`config.mk`:
```
export PLATFORM = sky130hd
export DESIGN_NAME = interrupt_controller
export DESIGN_NICKNAME = d
export VERILOG_FILES = /design/src/rtl/interrupt_pkg.sv /design/src/rtl/irq_prio_enc.sv /design/src/rtl/interrupt_controller.sv
export SDC_FILE = /design/constraint.sdc
export NUM_CORES = 1
export LEC_CHECK = 0
export ABC_AREA = 1
export ABC_CLOCK_PERIOD_IN_PS = 940
export BUFFER_PORTS_ARGS = -buffer_cell sky130_fd_sc_hd__buf_2
export CAP_MARGIN = 0
export CELL_PAD_IN_SITES_DETAIL_PLACEMENT = 1
export CELL_PAD_IN_SITES_GLOBAL_PLACEMENT = 1
export CORE_MARGIN = 2
export CORE_UTILIZATION = 30
export CTS_CLUSTER_SIZE = 24
export DETAILED_ROUTE_END_ITERATION = 8
export GPL_TIMING_DRIVEN = 0
export PLACE_DENSITY_LB_ADDON = 0.25
export SLEW_MARGIN = 20
export SYNTH_ARGS = -nofsm -noshare
export SYNTH_HDL_FRONTEND = slang
export SYNTH_SLANG_ARGS = --single-unit
export TNS_END_PERCENT = 50
```
`constraint.sdc`:
```
create_clock -name clk -period 0.94 [get_ports clk]
set_input_delay 0.094 -clock clk [delete_from_list [all_inputs] [get_ports clk]]
set_output_delay 0.094 -clock clk [all_outputs]
set_load 0.1 [all_outputs]
```
`src/rtl/interrupt_pkg.sv`:
```
// Shared constants and FSM state type for the interrupt controller.
// Latency: n/a (declarations only).
// Backpressure: n/a.
package interrupt_pkg;

    localparam int N_SRC = 4;
    localparam int ID_W  = $clog2(N_SRC);

    typedef enum logic [1:0] {
        IDLE,
        REQ,
        SERVICE
    } state_t;

endpackage

```
`src/rtl/irq_prio_enc.sv`:
```
// Priority encoder: returns the highest-index asserted request bit.
// Latency: combinational, zero cycles.
// Backpressure: none; vld_o=0 when no request bit is set (id_o is then 0).
//
// Ports:
//   req_i  request vector, bit i = source i
//   id_o   index of the highest set bit of req_i
//   vld_o  at least one bit of req_i is set
module irq_prio_enc
    import interrupt_pkg::*;
(
    input  logic [N_SRC-1:0] req_i,
    output logic [ID_W-1:0]  id_o,
    output logic             vld_o
);

    // Ascending scan: a later (higher) index overwrites a lower one.
    always_comb begin
        id_o  = '0;
        vld_o = 1'b0;
        for (int i = 0; i < N_SRC; i++) begin
            if (req_i[i]) begin
                id_o  = ID_W'(i);
                vld_o = 1'b1;
            end
        end
    end

endmodule

```
`src/rtl/interrupt_controller.sv`:
```
// Edge-capturing interrupt controller with mask, fixed priority and req/ack/eoi handshake to the CPU.
// Latency: irq rise -> pending at the same edge, int_req one edge later; ack/eoi take effect at the sampling edge.
// Backpressure: int_req holds with a frozen int_id until int_ack; new edges only accumulate in pending meanwhile.
//
// Ports:
//   clk, rst        clock and asynchronous active-high reset
//   irq             peripheral request levels (rising edge captured)
//   mask_we/in      mask register write (1 = source disabled)
//   int_ack, eoi    CPU accept / end-of-interrupt strobes
//   int_req, int_id, in_service, pending   registered status outputs
//   any_pending     combinational OR of unmasked pending bits
module interrupt_controller
    import interrupt_pkg::*;
(
    input  logic             clk,
    input  logic             rst,
    input  logic [N_SRC-1:0] irq,
    input  logic             mask_we,
    input  logic [N_SRC-1:0] mask_in,
    input  logic             int_ack,
    input  logic             eoi,
    output logic             int_req,
    output logic [ID_W-1:0]  int_id,
    output logic             in_service,
    output logic [N_SRC-1:0] pending,
    output logic             any_pending
);

    state_t           state_q, state_d;
    logic [N_SRC-1:0] irq_prev_q;
    logic [N_SRC-1:0] pending_q, pending_d;
    logic [N_SRC-1:0] mask_q;
    logic [ID_W-1:0]  int_id_q, int_id_d;
    logic             int_req_q;
    logic             in_service_q;

    logic [N_SRC-1:0] irq_rise;
    logic [N_SRC-1:0] eligible;
    logic [N_SRC-1:0] ack_clr;
    logic [ID_W-1:0]  sel_id;
    logic             sel_vld;

    assign irq_rise    = irq & ~irq_prev_q;
    assign eligible    = pending_q & ~mask_q;
    assign any_pending = |eligible;

    irq_prio_enc u_prio_enc (
        .req_i (eligible),
        .id_o  (sel_id),
        .vld_o (sel_vld)
    );

    // int_id only moves when leaving IDLE, so it stays frozen through REQ and
    // SERVICE regardless of later arrivals or mask writes.
    always_comb begin
        state_d  = state_q;
        int_id_d = int_id_q;
        ack_clr  = '0;
        case (state_q)
            IDLE: begin
                if (sel_vld) begin
                    int_id_d = sel_id;
                    state_d  = REQ;
                end
            end
            REQ: begin
                if (int_ack) begin
                    ack_clr = N_SRC'(1) << int_id_q;
                    state_d = SERVICE;
                end
            end
            SERVICE: begin
                if (eoi) begin
                    state_d = IDLE;
                end
            end
            default: state_d = IDLE;
        endcase
    end

    // Set after clear: a new edge on the acknowledged bit keeps it pending.
    assign pending_d = (pending_q & ~ack_clr) | irq_rise;

    always_ff @(posedge clk or posedge rst) begin
        if (rst) begin
            state_q      <= IDLE;
            irq_prev_q   <= '0;
            pending_q    <= '0;
            mask_q       <= '0;
            int_id_q     <= '0;
            int_req_q    <= 1'b0;
            in_service_q <= 1'b0;
        end else begin
            state_q      <= state_d;
            irq_prev_q   <= irq;
            pending_q    <= pending_d;
            int_id_q     <= int_id_d;
            int_req_q    <= (state_d == REQ);
            in_service_q <= (state_d == SERVICE);
            if (mask_we) begin
                mask_q <= mask_in;
            end
        end
    end

    assign int_req    = int_req_q;
    assign int_id     = int_id_q;
    assign in_service = in_service_q;
    assign pending    = pending_q;

endmodule
```
==> metrics.txt <==
# TYPE chip_impl_metric gauge
chip_impl_info{name="status",value="complete, but fails checks"} 1
chip_impl_info{name="violations",value="hold timing, setup timing"} 1
chip_impl_info{name="critPathCaptureType",value="output pin"} 1
chip_impl_info{name="cts_tree",value="yes"} 1
chip_impl_metric{name="cap_violations",unit=""} 0
chip_impl_metric{name="placed_cells_incl_taps",unit=""} 124
chip_impl_metric{name="route.vias.total",unit=""} 641
chip_impl_metric{name="ys_warn_count",unit=""} 0
chip_impl_info{name="rsz0062_at_grt",value="true"} 1
chip_impl_metric{name="layout.cells.non_filler",unit=""} 142
chip_impl_metric{name="synth.net_count",unit=""} 88
chip_impl_metric{name="routed_wire_length_per_instance",unit="um"} 13.4
chip_impl_metric{name="drcViolationCount",unit=""} 0
chip_impl_metric{name="worstPathMaxFanout",unit=""} 2
chip_impl_metric{name="syn_avg_cell_area",unit="um^2"} 9.41
chip_impl_metric{name="cp.depth",unit=""} 5
chip_impl_metric{name="post-route-period-util",unit=""} 1.44
chip_impl_metric{name="grt_max_degree",unit=""} 19
chip_impl_metric{name="die_height",unit="um"} 52.5
chip_impl_metric{name="whs",unit="ns"} -0.116
chip_impl_metric{name="fin_ws",unit="ns"} -0.416
chip_impl_metric{name="crit_buf_inv",unit=""} 2
chip_impl_metric{name="met3_wirelength",unit="um"} 61
chip_impl_metric{name="timing_worst_slew_pin_value",unit="ns"} 0.697
chip_impl_metric{name="wirelength_met1",unit="um"} 781
chip_impl_metric{name="place_hpwl",unit="mm"} 1.13
chip_impl_metric{name="clockBufferDepth",unit=""} 2
chip_impl_metric{name="die_width",unit="um"} 52.5
chip_impl_metric{name="place.port_buffers",unit=""} 21
chip_impl_metric{name="crit_arrival",unit="ns"} 1.26
chip_impl_metric{name="grtUsageTotal",unit=""} 0.156
chip_impl_metric{name="cts_made_buffers",unit=""} 3
chip_impl_metric{name="worst_clock_skew",unit="ns"} 0.00348
chip_impl_metric{name="viasPerCell",unit=""} 4.51
chip_impl_info{name="critical-path-top-cell-by-count",value="nand2_2"} 1
chip_impl_metric{name="fp-row-count",unit=""} 17
chip_impl_metric{name="timing_hold_violations_final",unit=""} 18
chip_impl_metric{name="maxSlewHeadroom",unit=""} 0.535
chip_impl_info{name="crit_family",value="flip-flops"} 1
chip_impl_metric{name="clock_tree.htree_level_count",unit=""} 1
chip_impl_info{name="timing.critical_path.from_type",value="register"} 1
chip_impl_metric{name="route.antenna.remaining_nets",unit=""} 0
chip_impl_metric{name="worst-endpoint-required",unit="ns"} 0.85
chip_impl_metric{name="final_wirelength",unit="mm"} 1.90
chip_impl_metric{name="grt.overflow.total",unit=""} 0
chip_impl_metric{name="ys_ff_latch",unit=""} 18
chip_impl_metric{name="area_growth_syn_to_layout",unit="%"} 76.1
chip_impl_metric{name="initial_antenna_violation_count",unit=""} 0
chip_impl_metric{name="final-max-slew-violation-count",unit=""} 0
chip_impl_metric{name="grt_first_pass_wirelength",unit="mm"} 3.04
chip_impl_metric{name="detailed_router_iteration_count_before_antenna_repair",unit=""} 4
chip_impl_metric{name="wl_met2",unit="mm"} 1.03
chip_impl_metric{name="number_of_global_route_vias_before_repair",unit=""} 669
chip_impl_metric{name="period_needed",unit="ns"} 1.36
chip_impl_info{name="class_of_the_most_critical_hold_timing_path",value="in2async"} 1
chip_impl_metric{name="gp_congestion",unit=""} 0.684
chip_impl_info{name="startpoint",value="pending[1]$_DFF_PP0_"} 1
chip_impl_info{name="setup.worst_path.end",value="any_pending"} 1
chip_impl_info{name="clk_root_buffer_cell",value="clkbuf_4"} 1
chip_impl_metric{name="fraction_of_layout_cells_with_a_size_suffix_above_1",unit=""} 0.518
chip_impl_metric{name="timing.final.setup_violations",unit=""} 17
chip_impl_metric{name="max_clock_freq",unit="MHz"} 737
chip_impl_metric{name="dpl_worst_slack",unit="ns"} -0.282
chip_impl_metric{name="post_synth_inst_count",unit=""} 75
chip_impl_metric{name="tritoncts_num_sinks",unit=""} 18
chip_impl_metric{name="ys_types",unit=""} 11
chip_impl_metric{name="synth_seq_area_share",unit=""} 0.638
chip_impl_metric{name="n_antenna_cell",unit=""} 0
chip_impl_info{name="timing.critical_path.cells",value="nand2_2 > nand2_2 > inv_2 > nand2_8 > buf_12"} 1
chip_impl_info{name="worstReg2RegStart",value="pending[1]$_DFF_PP0_"} 1
chip_impl_metric{name="postLayoutCoreUtil",unit=""} 0.562
chip_impl_metric{name="iter_0_drt_violations",unit=""} 8
chip_impl_info{name="endpoint_of_the_lowest_slack_register_to_register_path",value="int_id[0]$_DFFE_PP0P_"} 1
chip_impl_metric{name="cts.hold.buffers_added",unit=""} 6
chip_impl_info{name="path_class",value="reg2out"} 1
chip_impl_info{name="maxUsedRoutingLayer",value="met4"} 1
chip_impl_metric{name="num-nets-final",unit=""} 128
chip_impl_metric{name="dieArea",unit="um^2"} 2760
chip_impl_metric{name="worst_skew_pair.late_latency",unit="ns"} 0.30
chip_impl_metric{name="reg2regPathDepth",unit=""} 7
chip_impl_metric{name="post_synth_instance_area",unit="um^2"} 706
chip_impl_metric{name="cts.reportedPaths.clkPinSlew",unit="ns"} 0.11
chip_impl_metric{name="rrSetupSlack",unit="ns"} -0.35
chip_impl_info{name="slowest_stage",value="dfrtp_4"} 1
chip_impl_metric{name="slowest_delay",unit="ns"} 0.51
chip_impl_metric{name="io_pins",unit=""} 22
chip_impl_metric{name="core_area",unit="um^2"} 2210
chip_impl_metric{name="initial_utilization",unit=""} 0.319
-- routing by layer --
layer | track usage | vias up
met4 | 0.0641 | 0
met2 | 0.258 | 16
met5 | 0 | -
li1 | - | 311
met1 | 0.196 | 310
met3 | 0.0343 | 4
-- kinds of logic (layout without fill, tap and decap cells) --
kind of cell	Yosys count	after routing	share of synthesized area
AND/OR/NAND/NOR	26	26	0.154
AO/OA/AOI/OAI	17	17	0.133
flip-flops	18	18	0.638
buffers and inverters	14	53	0.0745
-- Yosys cell counts --
library cell	count	area, um^2
nand3_2	1	10.0
o31ai_1	2	15.0
nand3_1	2	10.0
nand2_1	21	78.8
inv_1	14	52.6
dfrtp_1	18	450
o21ai_2	1	8.76
o21ai_0	6	30.0
o21ai_1	8	40.0
nand2_2	1	6.26
nor2_1	1	3.75
-- cells in the final DEF (no fill, tap or decap), drive strengths merged --
master       count
clkbuf           4
nand3            3
o31ai            2
buf             29
nor2             1
inv             14
dlygate4sd3      6
o21ai           15
nand2           22
dfrtp           18
-- final cells by class --
class	count	area, um^2
well taps	28	35.0
multi-input cells	43	273
inverters	14	57.6
clock buffers	4	36.3
fillers	243	970
flip-flops and latches	18	474
repair buffers	35	367
-- sequential cells by signal, summed over array words and instances, names as in the netlist --
name,count
int_req,1
state_q,2
irq_prev_q,4
in_service,1
mask_q,4
int_id,2
pending,4
-- worst register-to-register path, delay by kind of cell (launching register included) --
family	cells	cell delay, ns
buf+inv	3	0.39
flops	1	0.51
simple gates	4	0.30
-- worst min-delay path by stage --
stage,startpoint,endpoint,slack [ns]
4_1_cts,rst,pending[2]$_DFF_PP0_,-0.09
3_5_place_dp,irq[2],irq_prev_q[2]$_DFF_PP0_,0.22
6_report,rst,pending[1]$_DFF_PP0_,-0.12
3_3_place_gp,irq[2],irq_prev_q[2]$_DFF_PP0_,0.22
2_1_floorplan,rst,in_service$_DFF_PP0_,0.03
5_1_grt,rst,irq_prev_q[3]$_DFF_PP0_,-0.06
-- what timing repair did --
action / CTS / global route
gates resized for setup: 34 / 13
endpoints found under the setup margin: 17 / 17
endpoints found under the hold margin: 25 / 18
pin swaps: 2 / 3
buffers inserted: 3 / 5
-- stage by stage --
| stage | setup TNS, ns | instance area, um^2 |
|---|---|---|
| 6_report | -3.25 | 1240 |
| 5_1_grt | -3.90 | 1240 |
| 4_1_cts | -2.52 | 1150 |
| 3_5_place_dp | -0.907 | 902 |
| 3_3_place_gp | -0.727 | 902 |
| 2_1_floorplan | -1.57 | 762 |
Power is left out: the tool's default activity adds up to more than one toggle a clock period on the data nets, which glitch-free logic cannot reach.
